==> src/rtl/rk05_sector_index_gen.sv <==
`timescale 1ns/1ps
`default_nettype none
// +--------------------------------------------------------------------------+
// | rk05_sector_index_gen                                                    |
// | Sector/index pulse source (2310 relay or timed emulation) + 1us timebase |
// | Revision: 1.0                                                            |
// +--------------------------------------------------------------------------+
module rk05_sector_index_gen #(
  parameter int CLK_PER_US      = 40,
  parameter int PULSE_US        = 165,
  parameter int SECTOR_US       = 5000,
  parameter int SECTORS_PER_REV = 8,
  parameter int INDEX_OFFSET_US = 600
) (
  input  logic       clock,
  input  logic       reset,
  input  logic       real_drive,
  input  logic       BUS_SECTOR_L,
  input  logic       BUS_INDEX_L,
  output logic       clkenbl_1usec,
  output logic       clkenbl_sector,
  output logic       clkenbl_index,
  output logic       BUS_SECTOR_EMUL_H,
  output logic       BUS_INDEX_EMUL_H,
  output logic [1:0] Sector_Address
);

  localparam int c_REV_US = SECTOR_US * SECTORS_PER_REV;
  localparam int c_PW     = $clog2(CLK_PER_US);
  localparam int c_UW     = $clog2(c_REV_US);
  localparam int c_SW     = $clog2(SECTOR_US);

  logic [c_PW-1:0] r_prescale;
  logic [c_UW-1:0] r_us_count, w_us_next;
  logic [c_SW-1:0] r_sec_phase, w_phase_next;
  logic            w_tick;
  logic            r_sec_s1, r_sec_s2, r_sec_hist;
  logic            r_idx_s1, r_idx_s2, r_idx_hist;
  logic            r_mode_s1, r_mode_s2;
  logic            w_emul_sector, w_emul_index, w_emul_sector_start, w_emul_index_start;
  logic            w_sel_sector, w_sel_index, w_sel_sector_edge, w_sel_index_edge;

  assign w_tick        = (r_prescale == c_PW'(CLK_PER_US - 1));
  assign clkenbl_1usec = w_tick;

  // Phase within the current sector slot runs alongside the revolution counter;
  // both start one step before zero so the first tick lands on sector 0.
  always_comb begin
    w_us_next    = r_us_count;
    w_phase_next = r_sec_phase;
    if (w_tick) begin
      w_us_next    = (r_us_count == c_UW'(c_REV_US - 1)) ? '0 : r_us_count + c_UW'(1);
      w_phase_next = (r_sec_phase == c_SW'(SECTOR_US - 1)) ? '0 : r_sec_phase + c_SW'(1);
    end
  end

  assign w_emul_sector       = (w_phase_next < c_SW'(PULSE_US));
  assign w_emul_sector_start = w_tick && (w_phase_next == '0);
  assign w_emul_index        = (w_us_next >= c_UW'(INDEX_OFFSET_US)) &&
                               (w_us_next <= c_UW'(INDEX_OFFSET_US + PULSE_US - 1));
  assign w_emul_index_start  = w_tick && (w_us_next == c_UW'(INDEX_OFFSET_US));

  assign w_sel_sector      = r_mode_s2 ? ~r_sec_s2 : w_emul_sector;
  assign w_sel_index       = r_mode_s2 ? ~r_idx_s2 : w_emul_index;
  assign w_sel_sector_edge = r_mode_s2 ? (r_sec_hist & ~r_sec_s2) : w_emul_sector_start;
  assign w_sel_index_edge  = r_mode_s2 ? (r_idx_hist & ~r_idx_s2) : w_emul_index_start;

  always_ff @(posedge clock or negedge reset) begin
    if (!reset) begin
      r_prescale        <= '0;
      r_us_count        <= c_UW'(c_REV_US - 1);
      r_sec_phase       <= c_SW'(SECTOR_US - 1);
      r_sec_s1          <= 1'b1;
      r_sec_s2          <= 1'b1;
      r_sec_hist        <= 1'b1;
      r_idx_s1          <= 1'b1;
      r_idx_s2          <= 1'b1;
      r_idx_hist        <= 1'b1;
      r_mode_s1         <= 1'b0;
      r_mode_s2         <= 1'b0;
      clkenbl_sector    <= 1'b0;
      clkenbl_index     <= 1'b0;
      BUS_SECTOR_EMUL_H <= 1'b0;
      BUS_INDEX_EMUL_H  <= 1'b0;
      Sector_Address    <= 2'd0;
    end else begin
      r_prescale        <= w_tick ? '0 : r_prescale + c_PW'(1);
      r_us_count        <= w_us_next;
      r_sec_phase       <= w_phase_next;
      r_sec_s1          <= BUS_SECTOR_L;
      r_sec_s2          <= r_sec_s1;
      r_sec_hist        <= r_sec_s2;
      r_idx_s1          <= BUS_INDEX_L;
      r_idx_s2          <= r_idx_s1;
      r_idx_hist        <= r_idx_s2;
      r_mode_s1         <= real_drive;
      r_mode_s2         <= r_mode_s1;
      clkenbl_sector    <= w_sel_sector_edge;
      clkenbl_index     <= w_sel_index_edge;
      BUS_SECTOR_EMUL_H <= w_sel_sector;
      BUS_INDEX_EMUL_H  <= w_sel_index;
      // Index takes priority so a coincident sector edge still lands on sector 0.
      if (w_sel_index_edge)
        Sector_Address <= 2'd0;
      else if (w_sel_sector_edge)
        Sector_Address <= Sector_Address + 2'd1;
    end
  end

endmodule
`default_nettype wire

==> config.mk <==
export PLATFORM = sky130hd
export DESIGN_NAME = rk05_sector_index_gen
export DESIGN_NICKNAME = d
export VERILOG_FILES = /design/src/rtl/rk05_sector_index_gen.sv
export SDC_FILE = /design/constraint.sdc
export NUM_CORES = 1
export LEC_CHECK = 0
export ABC_CLOCK_PERIOD_IN_PS = 2500
export CORE_ASPECT_RATIO = 1.25
export CORE_MARGIN = 5
export CORE_UTILIZATION = 37
export DETAILED_ROUTE_END_ITERATION = 12
export GPL_ROUTABILITY_DRIVEN = 0
export PLACE_DENSITY_LB_ADDON = 0.15
export SETUP_SLACK_MARGIN = 0.4
export SLEW_MARGIN = 20
export SYNTH_ARGS = -nofsm -noshare
export SYNTH_HDL_FRONTEND = slang
export SYNTH_SLANG_ARGS = --single-unit
==> constraint.sdc <==
create_clock -name clock -period 2.5 [get_ports clock]
set_input_delay 0.25 -clock clock [delete_from_list [all_inputs] [get_ports clock]]
set_output_delay 0.25 -clock clock [all_outputs]
set_load 0.01 [all_outputs]
==> out/summary.txt <==
Starting Density -> 0.3759
worst hold slack -> 0.02043 ns
Synth Warn # -> 0
Row Count -> 35
PwrDens -> 380.0 nW/um^2
core area -> 7313 sq um
I/O pin count -> 12
Top FF cell, synth -> dfrtp_1
Max Slew Vio Count -> 0
Hold Path Class -> in -> async
worst stage delay on the critical path -> 0.58 ns
die area -> 9264 sq um
Wirelength per Cell -> 15.77 um
CTS clk-pin slew, worst paths -> 0.10 ns
NetSw -> 350.9 uW
Worst Setup End Kind -> register
Buf/Inv on CP -> 2
number of remaining DRC errors -> 0
Worst setup SP type -> register
Max Freq -> 385.0 MHz
Synth cell types -> 64
failing checks -> negative setup slack
Num CTS Buffers -> 5
clock power share -> 0.365
worst clock skew -> 0.008354 ns
ys async rst share -> 1.000
P&R area growth vs syn -> 34.91%
Comb pwr share -> 0.051
synthesized instance count -> 268
clock tree buffer depth -> 2
fin nets -> 344
Mapped Nets -> 276
Internal -> 1.058 mW
HPWL Detailed -> 4713 um
WP data arrival -> 2.83 ns
Final setup viols -> 1
Vias/cell -> 5.364
EDFF count, synth -> 0
Crit-path slowest cell -> dfstp_2
sw frac -> 0.2490
dpl ws -> -0.08916 ns
synth top area cells -> dfrtp_1 (24%), dfstp_2 (22%), xor2_1 (4.1%)
first-pass iteration count of the detailed router -> 4
Worst Path Max Fanout -> 6
Final Hold Vio Count -> 0
DIE HEIGHT -> 106.4 um
I/O Buffers -> 11
Syn Std Cell Area -> 2749 sq um
drt total wl -> 6765 um
CP delay by family, top -> simple AND/OR/NAND/NOR gates
# hold bufs at CTS -> 0
crit path kind -> reg -> reg
#FFs+latches synth -> 49
antenna violations before repair -> 0
Seq/Total Area, Yosys -> 0.4565
largest area contributor in the netlist -> dfrtp_1
slew margin rel. -> 0.5807
Seq pwr share -> 0.584
leakage -> 1.610 nW
Slew @ Worst Pin -> 0.6290 ns
peak supply drop -> 0.2712 mV
clk_lat worst skew -> 0.31 ns
Worst EP required -> 2.74 ns
RSZ-0062 raised after global routing -> true
1st-iter DRT viols -> 104
Mean Syn Cell Area -> 10.26 sq um
root buffer cell -> clkbuf_8
minimum clock period -> 2.597 ns
Synth top area share -> 0.2367
largest net degree at the start of global routing -> 50
total track usage -> 0.1521
grt ovf -> 0
cells along the critical path -> buf_6 > nand4b_4 > o21ai_0 > o21a_4 > inv_2 > or3b_4 > or4_1 > o211ai_1 > nor3b_2
H-tree lvl count -> 2
worst setup margin -> -0.09736 ns
global-route wire length before repair -> 11210 um
Max-cap violations -> 0
layout cells sized above 1 -> 0.4362
share of the clock period used by the worst path -> 1.039
die width -> 87.10 um
outcome -> finished, violations left
diode count -> 0
TritonCTS clock tree -> done
clk sinks -> 49
vias in the first global route -> 2296
antenna viol nets, final -> 0
DR vias -> 2301
==> power by group through the flow <==
| stage | clock (mW) | sequential, mW | combinational (mW) |
|---|---|---|---|
| 2_1_floorplan | 0 | 0.839 | 0.0247 |
| 3_3_place_gp | 0 | 0.837 | 0.0726 |
| 3_5_place_dp | 0 | 0.838 | 0.0725 |
| 4_1_cts | 0.537 | 0.824 | 0.0732 |
| 5_1_grt | 0.569 | 0.827 | 0.0794 |
| 6_report | 0.515 | 0.823 | 0.0715 |
==> layout make-up <==
class	count	area (sq um)
inverters	7	31.28
well taps	92	115.1
flip-flops and latches	49	1257
repair buffers	71	579.3
clock inverters	3	28.78
multi-input cells	202	1628
fillers	666	3605
clock buffers	5	68.82
==> registers in the layout, summed over array words and instances, names as in the netlist <==
signal / flops
r_us_count: 16
r_sec_phase: 13
r_prescale: 6
Sector_Address: 2
BUS_INDEX_EMUL_H: 1
BUS_SECTOR_EMUL_H: 1
clkenbl_index: 1
clkenbl_sector: 1
r_idx_hist: 1
r_idx_s1: 1
r_idx_s2: 1
r_mode_s1: 1
r_mode_s2: 1
r_sec_hist: 1
r_sec_s1: 1
r_sec_s2: 1
==> timing repair <==
action,4_1_cts,5_1_grt
setup endpoints to repair,7,8
pin swaps,13,13
setup buffers,8,1
resized for setup,20,13
==> worst reg2reg max path, cell delays in order, from the launching register on <==
cell	delay (ns)
dfstp_2	0.58
buf_6	0.12
nand4b_4	0.18
o21ai_0	0.28
o21a_4	0.19
inv_2	0.04
or3b_4	0.35
or4_1	0.50
o211ai_1	0.11
nor3b_2	0.18
==> worst paths after layout <==
path	startpoint	end	slack, ns	depth (start not counted)
min in group clock	BUS_INDEX_L	r_idx_s1	0.33	1
min reg2reg	r_mode_s1	r_mode_s2	0.36	0
max	r_sec_phase[0]	Sector_Address[1]	-0.1	9
min	reset	r_prescale[4]	0.02	2
max in group asynchronous	reset	r_prescale[3]	2.04	2
max reg2reg	r_sec_phase[0]	Sector_Address[1]	-0.1	9
==> synth_stat cells (6+ instances only) <==
cell type and n:
dfrtp_1 26, dfstp_2 23, inv_1 6, nand2_1 20, nand3_1 15, nand4_1 7, nor2_1 18, nor3_1 13
nor4_1 10, o21ai_0 7, or3_1 6, xnor2_1 12, xor2_1 13
==> stage by stage <==
step | TNS (ns) | std cells | utilization | area [sq um] | power (mW)
after floorplan | 0 | 268 | - | 2854 | 0.8633
after global placement | -0.06826 | 412 | 0.4635 | 3390 | 0.9095
after detailed placement | -0.1511 | 412 | 0.4635 | 3390 | 0.9101
after CTS | -0.07186 | 428 | 0.4979 | 3641 | 1.434
after global routing | -0.3938 | 429 | 0.5071 | 3709 | 1.475
final | -0.09736 | 429 | 0.5071 | 3709 | 1.409
==> placed cells by master (no fill, tap or decap), drive strengths merged, types with 2 or more instances in the layout <==
master / netlist / routed
nand2b: 5 / 5
nand2: 21 / 21
or2: 2 / 2
nor4b: 3 / 3
dfrtp: 26 / 26
or3: 6 / 6
clkbuf: 5 / 5
a21oi: 5 / 5
nor4: 13 / 13
buf: 5 / 61
clkinv: 1 / 2
o31ai: 4 / 4
nand4b: 6 / 6
and2: 3 / 3
and3: 3 / 3
nor2b: 2 / 2
a31oi: 3 / 3
xor2: 13 / 13
or4b: 2 / 2
dfstp: 23 / 23
inv: 6 / 8
nor2: 18 / 18
a21o: 3 / 3
and4: 3 / 3
nand3b: 4 / 4
nand4: 8 / 8
or4: 2 / 2
o21ai: 7 / 7
o31a: 2 / 2
nor3b: 2 / 2
nand3: 15 / 15
xnor2: 12 / 12
nor3: 13 / 13
or3b: 2 / 2
clkdlybuf4s50: 0 / 9
ha: 3 / 3
==> per-layer routing <==
metal	up-vias	part of all wire	wire, um	global-route usage
li1	1127	-	-	-
met1	1125	0.43	2897	0.1785
met2	35	0.53	3591	0.2774
met3	14	0.020	138	0.02403
met4	0	0.020	136	0.04825
met5	-	0	0	0
==> kinds of logic (layout without fill, tap and decap cells) <==
| group | after synthesis | in the layout | synth area share |
|---|---|---|---|
| DFF | 49 | 49 | 0.4565 |
| adders and majority gates | 3 | 3 | 0.01366 |
| xor gates and xnor gates | 25 | 25 | 0.07965 |
| AOI/OAI and AO/OA | 38 | 38 | 0.1065 |
| buffers and inverters | 17 | 86 | 0.03095 |
| and+or+nand+nor | 135 | 135 | 0.3086 |
| muxes | 1 | 1 | 0.004096 |
Power figures use the tool's default switching activity.
